`src/rtl/axis_adc_acq_pkg.sv`:
```
// Shared encodings for the ADC acquisition controller: FSM states reported on sts_state
// and the trigger-source codes carried by cfg_trig_src.
package axis_adc_acq_pkg;

    typedef enum logic [2:0] {
        ST_IDLE    = 3'd0,
        ST_ARMED   = 3'd1,
        ST_DELAY   = 3'd2,
        ST_CAPTURE = 3'd3,
        ST_DONE    = 3'd4
    } acq_state_t;

    localparam logic [1:0] TRIG_SW    = 2'd0;
    localparam logic [1:0] TRIG_LEVEL = 2'd1;
    localparam logic [1:0] TRIG_EXT   = 2'd2;

endpackage

```
`src/rtl/axis_adc_trig_detect.sv`:
```
// Trigger detector: software pulse, signed channel-A level crossing or external rising edge.
// Fire is combinational in the enabled cycle; no backpressure, clr_i restarts edge history.
module axis_adc_trig_detect
    import axis_adc_acq_pkg::*;
#(
    parameter int W = 16
) (
    input  logic                clk,
    input  logic                rst_n,
    input  logic                en_i,
    input  logic                clr_i,
    input  logic                strobe_i,
    input  logic signed [W-1:0] sample_i,
    input  logic signed [W-1:0] level_i,
    input  logic [1:0]          src_i,
    input  logic                edge_i,
    input  logic                sw_trig_i,
    input  logic                ext_trig_i,
    output logic                fire_o
);

    logic signed [W-1:0] prev_q;
    logic                prev_vld_q;
    logic                ext_prev_q;
    logic                ext_seen_q;
    logic                cross_rise;
    logic                cross_fall;
    logic                level_fire;
    logic                ext_fire;

    // ext_seen_q makes the first armed cycle only sample ext_trig, so a level
    // already high at arm time is not mistaken for a rising edge.
    always_ff @(posedge clk or negedge rst_n) begin
        if (!rst_n) begin
            prev_q     <= '0;
            prev_vld_q <= 1'b0;
            ext_prev_q <= 1'b0;
            ext_seen_q <= 1'b0;
        end else if (clr_i) begin
            prev_q     <= '0;
            prev_vld_q <= 1'b0;
            ext_prev_q <= 1'b0;
            ext_seen_q <= 1'b0;
        end else if (en_i) begin
            if (strobe_i) begin
                prev_q     <= sample_i;
                prev_vld_q <= 1'b1;
            end
            ext_prev_q <= ext_trig_i;
            ext_seen_q <= 1'b1;
        end
    end

    always_comb begin
        cross_rise = (prev_q < level_i) && (sample_i >= level_i);
        cross_fall = (prev_q > level_i) && (sample_i <= level_i);
        level_fire = strobe_i && prev_vld_q && (edge_i ? cross_fall : cross_rise);
        ext_fire   = ext_seen_q && ext_trig_i && !ext_prev_q;
        fire_o     = 1'b0;
        case (src_i)
            TRIG_SW:    fire_o = en_i && sw_trig_i;
            TRIG_LEVEL: fire_o = en_i && level_fire;
            TRIG_EXT:   fire_o = en_i && ext_fire;
            default:    fire_o = 1'b0;
        endcase
    end

endmodule

```
`src/rtl/axis_adc_acq_ctrl.sv`:
```
// Arm/trigger/delay/capture controller gating N paired ADC samples onto one AXI-Stream packet.
// Strobe-to-tvalid latency 1 cycle; a strobe while the output stalls ends the capture as overrun.
module axis_adc_acq_ctrl
    import axis_adc_acq_pkg::*;
#(
    parameter int AXIS_TDATA_WIDTH = 16,
    parameter int CNTR_WIDTH       = 32
) (
    input  logic                          aclk,
    input  logic                          aresetn,
    input  logic                          s00_axis_tvalid,
    input  logic [AXIS_TDATA_WIDTH-1:0]   s00_axis_tdata,
    input  logic                          s01_axis_tvalid,
    input  logic [AXIS_TDATA_WIDTH-1:0]   s01_axis_tdata,
    input  logic                          cfg_arm,
    input  logic                          cfg_abort,
    input  logic [1:0]                    cfg_trig_src,
    input  logic                          cfg_trig_edge,
    input  logic [AXIS_TDATA_WIDTH-1:0]   cfg_trig_level,
    input  logic [CNTR_WIDTH-1:0]         cfg_delay,
    input  logic [CNTR_WIDTH-1:0]         cfg_length,
    input  logic                          sw_trig,
    input  logic                          ext_trig,
    input  logic                          m_axis_tready,
    output logic                          m_axis_tvalid,
    output logic [2*AXIS_TDATA_WIDTH-1:0] m_axis_tdata,
    output logic                          m_axis_tlast,
    output logic [2:0]                    sts_state,
    output logic [CNTR_WIDTH-1:0]         sts_count,
    output logic                          sts_overrun
);

    acq_state_t                    state_q;
    logic [1:0]                    trig_src_q;
    logic                          trig_edge_q;
    logic [AXIS_TDATA_WIDTH-1:0]   trig_level_q;
    logic [CNTR_WIDTH-1:0]         delay_q;
    logic [CNTR_WIDTH-1:0]         length_q;
    logic [CNTR_WIDTH-1:0]         dcnt_q;
    logic [CNTR_WIDTH-1:0]         count_q;
    logic [CNTR_WIDTH-1:0]         count_d;
    logic                          tvalid_q;
    logic                          tlast_q;
    logic [2*AXIS_TDATA_WIDTH-1:0] tdata_q;
    logic                          overrun_q;

    logic strobe;
    logic arm_acc;
    logic out_stall;
    logic handshake;
    logic fire;

    always_comb begin
        strobe    = s00_axis_tvalid && s01_axis_tvalid;
        arm_acc   = cfg_arm && !cfg_abort && (cfg_length != '0) &&
                    ((state_q == ST_IDLE) || (state_q == ST_DONE));
        out_stall = tvalid_q && !m_axis_tready;
        handshake = tvalid_q && m_axis_tready;
        count_d   = count_q + CNTR_WIDTH'(1);
    end

    axis_adc_trig_detect #(
        .W (AXIS_TDATA_WIDTH)
    ) u_trig (
        .clk        (aclk),
        .rst_n      (aresetn),
        .en_i       (state_q == ST_ARMED),
        .clr_i      (arm_acc),
        .strobe_i   (strobe),
        .sample_i   ($signed(s00_axis_tdata)),
        .level_i    ($signed(trig_level_q)),
        .src_i      (trig_src_q),
        .edge_i     (trig_edge_q),
        .sw_trig_i  (sw_trig),
        .ext_trig_i (ext_trig),
        .fire_o     (fire)
    );

    always_ff @(posedge aclk or negedge aresetn) begin
        if (!aresetn) begin
            state_q      <= ST_IDLE;
            trig_src_q   <= TRIG_SW;
            trig_edge_q  <= 1'b0;
            trig_level_q <= '0;
            delay_q      <= '0;
            length_q     <= '0;
            dcnt_q       <= '0;
            count_q      <= '0;
            tvalid_q     <= 1'b0;
            tlast_q      <= 1'b0;
            tdata_q      <= '0;
            overrun_q    <= 1'b0;
        end else begin
            // A beat loaded below in the same cycle overrides this retire.
            if (handshake) begin
                tvalid_q <= 1'b0;
                tlast_q  <= 1'b0;
            end
            if (cfg_abort) begin
                state_q <= ST_IDLE;
            end else begin
                case (state_q)
                    ST_IDLE, ST_DONE: begin
                        if (arm_acc) begin
                            trig_src_q   <= cfg_trig_src;
                            trig_edge_q  <= cfg_trig_edge;
                            trig_level_q <= cfg_trig_level;
                            delay_q      <= cfg_delay;
                            length_q     <= cfg_length;
                            count_q      <= '0;
                            overrun_q    <= 1'b0;
                            state_q      <= ST_ARMED;
                        end
                    end
                    ST_ARMED: begin
                        if (fire) begin
                            if (delay_q != '0) begin
                                dcnt_q  <= delay_q;
                                state_q <= ST_DELAY;
                            end else begin
                                state_q <= ST_CAPTURE;
                            end
                        end
                    end
                    ST_DELAY: begin
                        if (strobe) begin
                            dcnt_q <= dcnt_q - CNTR_WIDTH'(1);
                            if (dcnt_q == CNTR_WIDTH'(1)) begin
                                state_q <= ST_CAPTURE;
                            end
                        end
                    end
                    ST_CAPTURE: begin
                        if (strobe) begin
                            if (out_stall) begin
                                overrun_q <= 1'b1;
                                state_q   <= ST_DONE;
                            end else begin
                                tdata_q  <= {s01_axis_tdata, s00_axis_tdata};
                                tvalid_q <= 1'b1;
                                tlast_q  <= (count_d == length_q);
                                count_q  <= count_d;
                                if (count_d == length_q) begin
                                    state_q <= ST_DONE;
                                end
                            end
                        end
                    end
                    default: state_q <= ST_IDLE;
                endcase
            end
        end
    end

    assign m_axis_tvalid = tvalid_q;
    assign m_axis_tdata  = tdata_q;
    assign m_axis_tlast  = tlast_q;
    assign sts_state     = state_q;
    assign sts_count     = count_q;
    assign sts_overrun   = overrun_q;

endmodule
```
`config.mk`:
```
export PLATFORM = sky130hd
export DESIGN_NAME = axis_adc_acq_ctrl
export DESIGN_NICKNAME = d
export VERILOG_FILES = /design/src/rtl/axis_adc_acq_pkg.sv /design/src/rtl/axis_adc_trig_detect.sv /design/src/rtl/axis_adc_acq_ctrl.sv
export SDC_FILE = /design/constraint.sdc
export NUM_CORES = 1
export LEC_CHECK = 0
export BUFFER_PORTS_ARGS = -buffer_cell sky130_fd_sc_hd__buf_2
export CORE_ASPECT_RATIO = 1.25
export CORE_UTILIZATION = 45
export DETAILED_ROUTE_END_ITERATION = 6
export PLACE_DENSITY = 0.77
export SYNTH_ARGS = -nofsm -noshare
export SYNTH_HDL_FRONTEND = slang
export SYNTH_SLANG_ARGS = --single-unit
```
`constraint.sdc`:
```
create_clock -name aclk -period 9 [get_ports aclk]
set_clock_uncertainty 0.05 [all_clocks]
set_input_delay 2.7 -clock aclk [delete_from_list [all_inputs] [get_ports aclk]]
set_output_delay 2.7 -clock aclk [all_outputs]
set_load 0.005 [all_outputs]
```
==> summary.md, run 1 <==
| Metric | Value |
|---|---|
| Status | `complete, no violations` |
| Largest cells by area after synthesis | `dfrtp_1 46%, nand2_1 10%, o21ai_0 5.6%, ha_1 4.3%, mux2_2 3.2%` |
| # rows | `63` |
| Hold_buf cts | `0` |
| Syn avg cell area | `8.61 um^2` |
| CTS Root Cell | `clkbuf_16` |
| Drt pass-1 iters | `7` |
| Register area | `between 0.005 and 0.006 mm^2` |
| Unrepaired setup endpoints after global routing | `false` |
| Final cycle utilization of the critical path | `between 60 and 70%` |
| Multi-input gate area | `approximately 0.0056 mm^2` |
| Critical Path, Cell by Cell | `buf_2, ha_1, nand4_1, nor3_1, nor2_1, or3_1, o21a_1, o221ai_1, nand3_2, o21ai_0, o21ai_0` |
| Syn nets | `1452` |
| GRT Util Overall | `24.1%` |
| CP startpoint | `s00_axis_tdata[15]` |
| Hold WC Path Type | `flip-flop to flip-flop` |
| Worst skew pair latency | `between 0.5 and 0.6 ns` |
| EDFF count, synth | `0` |
| Vias | `~10000` |
| Crit Path Class | `primary input to flip-flop` |
| CTS Sinks | `slightly above 200` |
| Peak supply drop | `0.137 mV` |
| Vias in the first global route | `just under 10000` |
| DR WL/cell | `~17 um` |
| Tmin final | `between 5 and 6 ns` |
| Post-CTS sizing | `0` |
| Num CTS Buffers | `23` |
| Buf/Inv on CP | `1` |
| Synth unique cells | `a little over 70` |
| Max Slew Vio Count | `0` |
| Startpoint types | `primary input` |
| Port-buffer cells | `a little under 200` |
| Crit end category | `flip-flop` |
| CP max FO | `64` |
| Post-route design area | `around 0.013 mm^2` |
| Setup bufs post-CTS | `0` |
| WHS | `around 0.42 ns` |
| Reg2reg setup slack | `4.69 ns` |
| Max-Slew Margin vs Limit | `around a quarter` |
| CP Depth | `11` |
| Vias per cell | `between 5 and 6` |
| Cell family with most CP delay | `simple AND/OR/NAND/NOR gates` |
| Post-synthesis sequential area ratio | `a little under half` |
| Slew of the pin with the lowest slew margin | `approximately 1.1 ns` |
| Reg2reg start | `trig_level_q[15]$_DFFE_PN0P_` |
| Worst reg2reg path depth | `11` |
| Global route overflow | `0` |
| Detailed Place HPWL | `between 20 and 25 mm` |
| Antenna-violating nets left | `0` |
| Die Wd | `143 um` |
| CP dominant cell by count | `o21ai_0` |
| Async set or reset register ratio after synthesis | `between 90% and 100%` |
| Final Wtd Congestion | `0.953` |
| Setup violations, final | `0` |
| Max-Cap Viols | `0` |
| Worst EP required | `around 9.3 ns` |
| Iteration-0 DRC Markers | `675` |
| Setup TNS | `0 ns` |
| DIE HEIGHT | `about 180 um` |
| Area fraction of the dominant cell type after synthesis | `45.9%` |
| CTS tree | `done` |
| Layout cells sized above 1 | `about 20%` |
| CTS H-Tree Depth | `1` |
| Yosys reg bits | `around 200` |
| Clk pin slew, worst setup/hold paths | `0.06 ns` |
| Hold path depth | `2` |
| Post-synth top area cell | `dfrtp_1` |
| Fmax | `173 MHz` |
| Arrival @ worst endpoint | `6.06 ns` |
| Most frequent cells after synthesis | `304 x nand2_1, 204 x dfrtp_1, 124 x o21ai_0` |
| Clk buf depth | `3` |
| Initial Utilization | `between 40% and 50%` |
| Count leader, synth | `nand2_1` |
| NumNets Final | `roughly 1600` |
| Mapped cell area | `~0.011 mm^2` |
| R2R Path End | `dcnt_q[10]$_DFFE_PN0P_` |
| P&R area growth vs syn | `17.2%` |
| DRC violations left | `0` |
| First-pass GRT wire length | `48.9 mm` |
| Power Dens Cells | `287 mW/mm^2` |
| Ports | `slightly below 200` |
| Post-Syn Instances | `1290` |
| Static leakage | `~6.2 nW` |
| Die area | `between 0.02 and 0.03 mm^2` |
| Core area | `~0.024 mm^2` |
| Initial antenna violation count | `3` |
| CP max stage cell | `nand3_2` |
| Fillers | `between 2000 and 2500` |
| Total wire length | `30.1 mm` |
| Slowest stage delay, CP | `0.89 ns` |
| Placed Area | `approximately 0.012 mm^2` |
| Most used DFF post-synth | `dfrtp_1` |
| Final hold vios | `0` |
| Synth warnings | `0` |
| Largest net degree at the start of global routing | `133` |
| Crit path to | `dcnt_q[10]$_DFFE_PN0P_` |
-- layout by cell type, fill, tap and decap left out, types with 5 or more instances in the layout --
cell type / n
o21ai_0: 124
nand3_1: 25
nor4_1: 44
o22ai_1: 8
and3_1: 8
nor3_1: 26
or4_1: 5
o31a_1: 5
a21oi_1: 54
buf_4: 5
a22oi_1: 8
a21o_1: 7
xnor2_1: 20
o31ai_1: 16
a31oi_1: 11
inv_1: 37
clkbuf_8: 6
or3_1: 8
dfrtp_1: 204
clkbuf_16: 23
xor2_1: 18
o211ai_1: 7
nand2b_1: 13
mux2_2: 32
nor2_1: 93
o22a_1: 6
nand4_1: 20
nor2b_1: 8
buf_2: 192
ha_1: 38
nand2_1: 302
-- routing by layer --
metal | vias up | track usage, % | wire, um
met2 | 345 | 42.1 | 14800
met1 | 4776 | 29.0 | 12200
met3 | 89 | 3.62 | 1780
met4 | 2 | 11.1 | 1300
li1 | 4846 | - | -
met5 | - | 0 | 13
-- final cells by class --
class / count / area share [%]
repair buffers: 198 / 7.77
multi-input cells: 978 / 43.1
flip-flops and latches: 204 / 39.2
well taps: 325 / 3.12
clock buffers: 31 / 5.03
clock inverters: 9 / 0.653
inverters: 38 / 1.10
diodes: 2 / 0.0384
-- flip-flops by register name, summed over array words and instances (netlist names) --
name and flops:
u_trig.prev_q 16, u_trig.prev_vld_q 1, trig_src_q 2, sts_count 32, u_trig.ext_seen_q 1, trig_level_q 16
delay_q 32, m_axis_tvalid 1, trig_edge_q 1, u_trig.ext_prev_q 1, m_axis_tlast 1, dcnt_q 32
sts_overrun 1, length_q 32, sts_state 3, m_axis_tdata 32
-- worst min path at each step --
stage	start	slack, ns	to
6_report	m_axis_tdata[30]$_DFFE_PN0P_	0.42	m_axis_tdata[30]$_DFFE_PN0P_
5_1_grt	m_axis_tdata[23]$_DFFE_PN0P_	0.45	m_axis_tdata[23]$_DFFE_PN0P_
4_1_cts	m_axis_tdata[27]$_DFFE_PN0P_	0.42	m_axis_tdata[27]$_DFFE_PN0P_
3_5_place_dp	m_axis_tdata[31]$_DFFE_PN0P_	0.41	m_axis_tdata[31]$_DFFE_PN0P_
3_3_place_gp	m_axis_tdata[9]$_DFFE_PN0P_	0.40	m_axis_tdata[9]$_DFFE_PN0P_
2_1_floorplan	u_trig.ext_seen_q$_DFFE_PN0P_	0.39	u_trig.ext_seen_q$_DFFE_PN0P_
-- worst reg2reg max path, cell delays in order (launching register included) --
cell      delay [ns]
dfrtp_1         0.32
inv_1           0.07
ha_1            0.34
nand4_1         0.18
nor4_1          0.42
a21boi_1        0.27
nor4_1          0.11
or3b_1          0.44
o221ai_1        0.38
nand3_2         0.89
o21ai_0         0.49
o21ai_0         0.16
-- power by group --
part           internal (mW)  switching, mW  leakage (nW)
Sequential              1.27          0.272          2.62
Combinational          0.565          0.708          3.25
Clock                  0.540          0.384         0.358
Total                   2.38           1.36          6.23
-- stage by stage --
stage,std cells,power (mW),setup WS (ns),utilization (%)
floorplan,1290,2.41,3.93,-
global placement,1743,2.76,2.82,51.2
detailed placement,1743,2.83,2.75,51.2
CTS,1783,3.76,3.25,54.3
global route,1785,4.03,2.82,54.4
finish,1785,3.74,3.22,54.4
-- logic make-up after synthesis --
kind of cell               Yosys count  synth area share [%]
AOI/OAI and AO/OA                  281                  15.2
muxes                               34                  3.43
xor gates and xnor gates            39                  3.14
and+or+nand+nor                    586                  24.3
DFF                                204                  45.9
buffers and inverters              108                  3.75
adders and majority gates           38                  4.28
Note: power is estimated with default switching activity, not from simulation.
==> inputs of run 2 (changes only) <==
==> constraint.sdc (replaced) <==
create_clock -name aclk -period 5.53 [get_ports aclk]
set_clock_uncertainty 0.05 [all_clocks]
set_input_delay 1.659 -clock aclk [delete_from_list [all_inputs] [get_ports aclk]]
set_output_delay 1.659 -clock aclk [all_outputs]
set_load 0.005 [all_outputs]
==> run 2 against run 1 <==
Compared with the run above: core utilization up 0.42 points; sequential power rose by 63%; die area is the same; total power increased by 67%; highest routed layer unchanged; count of clock-buffer cells in the layout fell by 2; sequential cell count unchanged; critical path type unchanged; design area up 0.78%; wire length up 0.64%; non-clock buffer count up 3; largest cell class unchanged; hold slack got worse by 0.00078 ns; worst setup slack got worse by 1.7 ns; combinational power increased by 65%.
==> summary.md, run 2 (synthesized netlist as in run 1, its figures left out) <==
| Metric | Value |
|---|---|
| Vias | `9986 (-0.72%)` |
| DR WL/cell | `16.9 um (+0.41%)` |
| Worst EP required | `5.87 ns (-3.41 ns)` |
| Crit end category | `flip-flop` |
| Die area | `0.0253 mm^2 (unchanged)` |
| Max-Slew Margin vs Limit | `20.8% (-3.7 points)` |
| Ports | `194 (unchanged)` |
| First-pass GRT wire length | `49.6 mm (+1.5%)` |
| Clk buf depth | `3 (unchanged)` |
| Startpoint types | `primary input` |
| Setup TNS | `0 ns (unchanged)` |
| Max Slew Vio Count | `0 (unchanged)` |
| DRC violations left | `0 (unchanged)` |
| Placed Area | `0.0123 mm^2 (+0.29%)` |
| Clk pin slew, worst setup/hold paths | `0.06 ns (about the same)` |
| Slew of the pin with the lowest slew margin | `1.18 ns (+0.0527 ns)` |
| CTS Root Cell | `clkbuf_16` |
| Hold_buf cts | `0 (unchanged)` |
| Post-route design area | `0.0131 mm^2 (+0.78%)` |
| WHS | `0.417 ns (-0.000781 ns)` |
| Hold WC Path Type | `flip-flop to flip-flop` |
| Die Wd | `143 um (unchanged)` |
| CTS H-Tree Depth | `1 (unchanged)` |
| Crit Path Class | `primary input to flip-flop` |
| Non-filler cells in the finished layout | `1789 (+0.22%)` |
| Drt pass-1 iters | `5 (-2)` |
| Max-Cap Viols | `0 (unchanged)` |
| Peak supply drop | `0.274 mV (+100%)` |
| Detailed Place HPWL | `21.4 mm (+0.81%)` |
| Port-buffer cells | `193 (unchanged)` |
| Commonest cells after routing, fill and taps aside | `302 x nand2_1, 204 x dfrtp_1, 192 x buf_2` |
| Setup WS post-layout | `1.55 ns (-1.67 ns)` |
| Final Wtd Congestion | `0.891 (-6.5%)` |
| Antenna-violating nets left | `0 (unchanged)` |
| Power Dens Cells | `475 mW/mm^2 (+65%)` |
| Fillers | `2274 (-0.70%)` |
| Fmax | `around 250 MHz` |
| Arrival @ worst endpoint | `4.32 ns (-1.74 ns)` |
| DIE HEIGHT | `178 um (unchanged)` |
| Worst skew pair latency | `0.52 ns (about the same)` |
| Final cycle utilization of the critical path | `just over 70%` |
| Status | `complete, no violations` |
| Static leakage | `6.28 nW (+0.74%)` |
| CTS tree | `done` |
| P&R area growth vs syn | `18.1%` |
| Num CTS Buffers | `23 (unchanged)` |
| GRT Util Overall | `24.4% (+0.35 points)` |
| Vias per cell | `5.58 (-0.94%)` |
| # rows | `63 (unchanged)` |
| Largest net degree at the start of global routing | `118 (-11%)` |
| Total wire length | `30.3 mm (+0.64%)` |
| Most common cell after layout, fill and taps aside | `nand2_1` |
| Final hold vios | `0 (unchanged)` |
| Post-CTS sizing | `0 (unchanged)` |
| Layout cells sized above 1 | `19.9% (+0.22 points)` |
| Global route overflow | `0 (unchanged)` |
| Setup WS pre-CTS | `1.10 ns (-1.65 ns)` |
| Iteration-0 DRC Markers | `795 (+18%)` |
| Placed cell count | `1746 (+0.17%)` |
| CP max FO | `64 (unchanged)` |
| Vias in the first global route | `9916 (+1.2%)` |
| Initial antenna violation count | `3 (unchanged)` |
| Setup bufs post-CTS | `0 (unchanged)` |
| Setup violations, final | `0 (unchanged)` |
| CTS Sinks | `204 (unchanged)` |
| Reg2reg setup slack | `1.58 ns (-3.11 ns)` |
| Initial Utilization | `46.4% (unchanged)` |
| Tmin final | `~4 ns` |
| Unrepaired setup endpoints after global routing | `false` |
| NumNets Final | `1608 (+0.19%)` |
| Core area | `0.0240 mm^2 (unchanged)` |
-- run 2: routing by layer --
layer	wire length, um	GRT usage, %	vias to the layer above
met2	15200	43.0	292
met3	1730	3.67	73
li1	-	-	4840
met4	1080	10.4	2
met5	13	0	-
met1	12300	29.6	4779
-- run 2: path summary, 6_finish.rpt --
check	cells past startpoint	to	startpoint
setup / recovery	12	dcnt_q[30]$_DFFE_PN0P_	s00_axis_tdata[5]
hold / removal	2	m_axis_tdata[27]$_DFFE_PN0P_	m_axis_tdata[27]$_DFFE_PN0P_
setup reg to reg	10	sts_state[2]$_DFFE_PN0P_	sts_count[0]$_DFFE_PN0P_
hold reg to reg	2	m_axis_tdata[27]$_DFFE_PN0P_	m_axis_tdata[27]$_DFFE_PN0P_
max in group asynchronous	2	sts_count[26]$_DFFE_PN0P_	aresetn
min in group asynchronous	1	m_axis_tdata[6]$_DFFE_PN0P_	aresetn
-- run 2: layout make-up --
type                       count  area [um^2]  share of cell area, %
multi-input combinational    978         5610                   42.8
sequential                   204         5100                   38.9
timing repair buffer         201         1050                   7.98
clock buffer                  29          628                   4.78
tap                          325          407                   3.10
clock inverter                12          179                   1.36
inverter                      38          143                   1.09
antenna                        2         5.00                 0.0381
-- run 2: through the flow --
stage / utilization [%] / total power, mW
6_report: 54.8 / 6.23
5_1_grt: 54.8 / 6.69
4_1_cts: 54.8 / 6.26
3_5_place_dp: 51.4 / 4.60
3_3_place_gp: 51.4 / 4.49
2_1_floorplan: - / 3.92
-- run 2: worst max-delay path, cell delays in order --
cell and delay (ns):
buf_2 0.13, ha_1 0.31, a21o_1 0.18, a21o_1 0.17, a221oi_1 0.40, nor2_1 0.12
o211ai_1 0.24, o221ai_1 0.23, nand3_2 0.10, buf_4 0.47, nor2_1 0.11, o22a_1 0.19
-- run 2: where the power goes --
group | total, mW | switching, mW | leakage, nW | internal, mW
Sequential | 2.51 | 0.442 | 2.62 | 2.07
Combinational | 2.09 | 1.16 | 3.27 | 0.929
Clock | 1.63 | 0.638 | 0.386 | 0.994
Total | 6.23 | 2.24 | 6.28 | 3.99
